--- src/rtl/prefetch_unit.sv ---
// Instruction prefetch unit: credit-limited fetch into a DEPTH-entry
// queue, with redirect flush and a drain phase for stale responses.
// Ports: clk_i, rst_i (async, active-high); imem_req_o/addr_o/gnt_i,
// imem_rvalid_i/rdata_i (memory side); redirect_i/redirect_pc_i;
// instruction_decode_o, pc_decode_o, valid_decode_o, ready_decode_i
// (decode side); misalign_o.
// Option: define FETCH_MISALIGN_TRAP_EN to trap misaligned redirects
// (misalign_o pulse, fetch stops until an aligned redirect); without it
// the low two redirect bits are ignored and misalign_o is tied low.
module prefetch_unit #(
    parameter int unsigned      WIDTH    = 32,
    parameter int unsigned      DEPTH    = 4,
    parameter logic [WIDTH-1:0] RESET_PC = '0
) (
    input  logic             clk_i,
    input  logic             rst_i,
    output logic             imem_req_o,
    output logic [WIDTH-1:0] imem_addr_o,
    input  logic             imem_gnt_i,
    input  logic             imem_rvalid_i,
    input  logic [31:0]      imem_rdata_i,
    input  logic             redirect_i,
    input  logic [WIDTH-1:0] redirect_pc_i,
    output logic [31:0]      instruction_decode_o,
    output logic [WIDTH-1:0] pc_decode_o,
    output logic             valid_decode_o,
    input  logic             ready_decode_i,
    output logic             misalign_o
);

    localparam int unsigned AW = $clog2(DEPTH);
    localparam int unsigned CW = AW + 1;
    localparam logic [CW:0] LIMIT = (CW+1)'(DEPTH);
    localparam logic [WIDTH-1:0] ALIGN_MASK = ~(WIDTH'(3));

    typedef enum logic [1:0] {BOOT, RUN, DRAIN} state_t;

    state_t           state_q, state_d;
    logic [WIDTH-1:0] fetch_pc_q, fetch_pc_d;
    logic [WIDTH-1:0] resp_pc_q, resp_pc_d;
    logic [CW-1:0]    wptr_q, wptr_d, rptr_q, rptr_d;
    logic [CW-1:0]    outst_q, outst_d, discard_q, discard_d;
    logic [31:0]      instr_mem [DEPTH];
    logic [WIDTH-1:0] pc_mem [DEPTH];

    logic [CW-1:0]    occ;
    logic             empty, full, credit;
    logic             fire, pop, push, drop;
    logic [WIDTH-1:0] redir_tgt;

`ifdef FETCH_MISALIGN_TRAP_EN
    logic halt_q, mis_q, redir_mis;

    assign redir_mis = redirect_i && (redirect_pc_i[1:0] != 2'b00);

    always_ff @(posedge clk_i or posedge rst_i) begin
        if (rst_i) begin
            halt_q <= 1'b0;
            mis_q  <= 1'b0;
        end else begin
            mis_q <= redir_mis;
            if (redirect_i) halt_q <= redir_mis;
        end
    end

    assign misalign_o = mis_q;
`else
    logic halt_q;

    assign halt_q     = 1'b0;
    assign misalign_o = 1'b0;
`endif

    assign redir_tgt = redirect_pc_i & ALIGN_MASK;

    // Pointers carry an extra wrap bit so full and empty differ.
    assign occ   = wptr_q - rptr_q;
    assign empty = (wptr_q == rptr_q);
    assign full  = (wptr_q[AW-1:0] == rptr_q[AW-1:0]) &&
                   (wptr_q[AW] != rptr_q[AW]);

    // Every outstanding request owns a queue slot before it is issued.
    assign credit = ({1'b0, occ} + {1'b0, outst_q}) < LIMIT;

    assign imem_req_o  = (state_q == RUN) && !halt_q && credit;
    assign imem_addr_o = fetch_pc_q;

    assign fire = imem_req_o && imem_gnt_i;
    assign drop = (discard_q != '0);
    assign pop  = valid_decode_o && ready_decode_i && !redirect_i;
    assign push = imem_rvalid_i && !drop && !redirect_i && !full;

    assign valid_decode_o       = !empty;
    assign instruction_decode_o = empty ? '0 : instr_mem[rptr_q[AW-1:0]];
    assign pc_decode_o          = empty ? '0 : pc_mem[rptr_q[AW-1:0]];

    always_comb begin
        state_d    = state_q;
        fetch_pc_d = fetch_pc_q;
        resp_pc_d  = resp_pc_q;
        wptr_d     = wptr_q + CW'(push);
        rptr_d     = rptr_q + CW'(pop);
        outst_d    = outst_q + CW'(fire) - CW'(imem_rvalid_i);
        discard_d  = discard_q - CW'(imem_rvalid_i && drop);

        if (fire) fetch_pc_d = fetch_pc_q + WIDTH'(4);
        if (push) resp_pc_d = resp_pc_q + WIDTH'(4);

        unique case (state_q)
            BOOT:    state_d = RUN;
            RUN:     state_d = RUN;
            DRAIN:   if (discard_d == '0) state_d = RUN;
            default: state_d = BOOT;
        endcase

        // Everything still in flight (including a same-cycle grant)
        // belongs to the old stream; a same-cycle response is dropped.
        if (redirect_i) begin
            rptr_d     = wptr_q;
            fetch_pc_d = redir_tgt;
            resp_pc_d  = redir_tgt;
            discard_d  = outst_d;
            state_d    = (outst_d != '0) ? DRAIN : RUN;
        end
    end

    always_ff @(posedge clk_i or posedge rst_i) begin
        if (rst_i) begin
            state_q    <= BOOT;
            fetch_pc_q <= RESET_PC;
            resp_pc_q  <= RESET_PC;
            wptr_q     <= '0;
            rptr_q     <= '0;
            outst_q    <= '0;
            discard_q  <= '0;
        end else begin
            state_q    <= state_d;
            fetch_pc_q <= fetch_pc_d;
            resp_pc_q  <= resp_pc_d;
            wptr_q     <= wptr_d;
            rptr_q     <= rptr_d;
            outst_q    <= outst_d;
            discard_q  <= discard_d;
        end
    end

    always_ff @(posedge clk_i) begin
        if (push) begin
            instr_mem[wptr_q[AW-1:0]] <= imem_rdata_i;
            pc_mem[wptr_q[AW-1:0]]    <= resp_pc_q;
        end
    end

endmodule
--- config.mk ---
export PLATFORM = sky130hd
export DESIGN_NAME = prefetch_unit
export DESIGN_NICKNAME = d
export VERILOG_FILES = /design/src/rtl/prefetch_unit.sv
export SDC_FILE = /design/constraint.sdc
export NUM_CORES = 1
export LEC_CHECK = 0
export ABC_AREA = 1
export CORE_MARGIN = 8
export CORE_UTILIZATION = 43
export CTS_CLUSTER_DIAMETER = 50
export DETAILED_ROUTE_END_ITERATION = 6
export HOLD_SLACK_MARGIN = 0.05
export PLACE_DENSITY = 0.73
export REMOVE_ABC_BUFFERS = 1
export SKIP_CTS_REPAIR_TIMING = 1
export SYNTH_ARGS = -nofsm -noshare
export SYNTH_HDL_FRONTEND = slang
export SYNTH_SLANG_ARGS = --single-unit
--- constraint.sdc ---
create_clock -name clk_i -period 12.26 [get_ports clk_i]
set_input_delay 1.839 -clock clk_i [delete_from_list [all_inputs] [get_ports clk_i]]
set_output_delay 1.839 -clock clk_i [all_outputs]
set_load 0.005 [all_outputs]
==> flow_metrics.py <==
metrics = {
    "status": {
        "status": "finished, final reports clean",
    },
    "synthesis": {
        "yosys.area_share.simple_pct": 22.49,
        "synth_edf_count": 248,
        "yosys_warnings": 0,
        "synth_xor_area_share_pct": 1.294,
        "synth.most_common_cell": "nand2_1",
        "ys_seq_area_share_pct": 62.45,
        "synth_fa_ha_area_share_pct": 1.445,
        "yosys.area.top_type": "edfxtp_1",
        "yosys.area.top_type_share_pct": 50.02,
        "synth_compound_area_share_pct": 7.126,
        "postSynthAreaPerCell_um2": 9.472,
        "synth_common_cells": "nand2_1, nor2_1, edfxtp_1",
        "synth_cell_type_count": 36,
        "synthTopCellsByArea": "edfxtp_1, dfrtp_1, nand2_1",
        "synth-main-ff-cell": "edfxtp_1",
        "synth_top_family_by_area": "simple AND/OR/NAND/NOR gates",
        "synth.mux.area_fraction_pct": 0,
        "syn_area_um2": 14890,
        "async_reset_ff_share_pct": 22.98,
        "ys_seq_elements": 322,
        "synthCells": 1572,
    },
    "setup_path": {
        "cp.required_ns": 10.42,
        "endpoint_kind": "primary output",
        "critical_path_class": "reg2out",
        "critPathMaxFanout": 104,
        "critPathArrivalTime_ns": 3.29,
        "startpoint_type": "register",
        "reg2reg_depth": 16,
    },
    "layout": {
        "final_util_pct": 52.27,
        "syn2layout_area_growth_pct": 20.36,
        "nets": 1803,
        "drive_gt1_share_pct": 5.565,
        "design_area_um2": 17920,
        "stdcell_count": 2198,
        "insertedDiodeCount": 0,
    },
    "routing": {
        "via_count": 11080,
        "wire_per_inst_um": 16.50,
        "first_pass_iters": 7,
        "detail-route-antenna-nets": 0,
        "wl_um": 36280,
        "drt-vias-per-instance": 5.042,
        "drtIter0Drc": 642,
        "drc": 0,
    },
    "timing": {
        "finalSetupTns_ns": 0,
        "fin_crit_sh_pct": 41.81,
        "timing.fmax_mhz": 195.1,
        "whs_ns": 0.4953,
        "period_needed_ns": 5.126,
        "grt_setup_unrepaired": "no",
        "maxSlewHeadroom_pct": 21.64,
        "worst_pin_slew_ns": 1.175,
        "final_hold_viol_count": 0,
        "skew_ns": 0.01212,
        "setup_violations": 0,
        "final_max_slew_viol_count": 0,
    },
    "global_route": {
        "antenna_found_initial": 0,
        "grt_max_degree": 125,
        "grt_usage_pct": 17.38,
        "globalRouteOverflowTotal": 0,
        "grt_pass1_wl_um": 57900,
        "grt_pass1_vias": 11010,
    },
    "die": {
        "die_width_um": 202.1,
        "pin_count": 169,
        "initial_core_util_pct": 43.42,
        "die_y_um": 202.1,
        "core_um2": 34290,
        "fp.dieArea_um2": 40840,
        "rows": 68,
    },
    "placement": {
        "dpl_cell_area_um2": 16860,
        "portBuffers": 161,
        "place.gp.congestion": 0.9234,
        "dp_cells": 2134,
        "hpwl_um": 21780,
    },
    "run": {
        "drv_cap": 0,
    },
    "worst_hold_path": {
        "whs_path_depth": 1,
        "hold_class": "reg2reg",
    },
    "power_and_ir_drop": {
        "power_density_nw_per_um2": 215.8,
        "ir_drop_mv": 0.1454,
        "p_leak_nw": 6.971,
    },
    "clocking": {
        "cts_tree": "built",
        "clock_latency_ns": 0.50,
        "cts.reportedPaths.clkPinSlew_ns": 0.06,
        "htree_levels": 2,
        "cts_buffer_depth": 3,
        "cts_buffers": 36,
        "clockRootBuffer": "clkbuf_16",
        "clkSinkCount": 322,
    },
}
-- kinds of logic after synthesis --
logic type	after synthesis
AOI/OAI and AO/OA	208
other	1
DFF	322
and+or+nand+nor	820
xor gates and xnor gates	22
buffers and inverters	183
adders and majority gates	16
-- power breakdown --
group,internal [W],switching (W),total [W]
logic,0.000691,0.000815,0.00151
clock network,0.000552,0.000407,0.000959
registers,0.00129,0.000113,0.00140
-- critical path, cell delays in order (launching register included) --
cell	delay, ns
dfrtp_4	0.60
buf_4	0.87
nor2_1	0.11
nor2_1	0.13
o21ai_0	0.10
a21oi_1	0.30
clkdlybuf4s50_1	0.57
-- state kept, by name, indices dropped and copies added, names as in the netlist --
register	count
imem_addr_o	30
state_q	2
pc_mem	120
outst_q	3
discard_q	3
wptr_q	3
rptr_q	3
resp_pc_q	30
instr_mem	128
-- placed cells by master, fill, tap and decap left out, types with 5 or more instances in the layout --
cell type        instances
nor2_2                   6
nand2_1                342
inv_1                  107
buf_4                   11
inv_2                    5
nand3b_1                 5
or2_2                    5
clkinv_1                 8
clkdlybuf4s50_1        161
ha_1                    14
a21oi_1                 65
dfrtp_1                 72
clkinv_2                11
xnor2_1                 11
o21ai_0                139
nor2_1                 329
clkbuf_16               37
conb_1                   5
clkbuf_1                 5
edfxtp_1               248
xor2_1                  11
nand3_1                114
-- stage by stage --
step / setup slack, ns / power (W)
2_1_floorplan: 4.410 / 0.002134
3_3_place_gp: 7.130 / 0.002917
3_5_place_dp: 7.097 / 0.002953
4_1_cts: 7.079 / 0.003920
5_1_grt: 6.904 / 0.004118
6_report: 7.134 / 0.003868
-- final cells by class --
type	count	area (µm²)
inverter	114	431.7
clock buffer	42	944.7
fill	3015	16370
clock inverter	22	113.9
tap	455	569.3
sequential	322	9304
timing repair buffer	172	1694
multi-input combinational	1071	4863
-- final timing paths --
path,startpoint,slack [ns],endpoint
worst max-delay path,rptr_q[0],7.13,pc_decode_o[30]
worst min-delay path,outst_q[2],0.50,outst_q[2]
worst max register to register,rptr_q[0],8.09,state_q[0]
worst min register to register,outst_q[2],0.50,outst_q[2]
max in group asynchronous,rst_i,9.54,rptr_q[0]
min in group asynchronous,rst_i,1.96,state_q[0]
-- routing by layer --
metal  vias up  part of all wire, %  global-route usage [%]
met1      5234                   44                   23.13
met3        46                  7.4                   3.730
met2       334                   47                   28.66
li1       5468                    -                       -
met5         -                    0                       0
met4         0                  1.7                   4.253
Power figures use the tool's default switching activity.
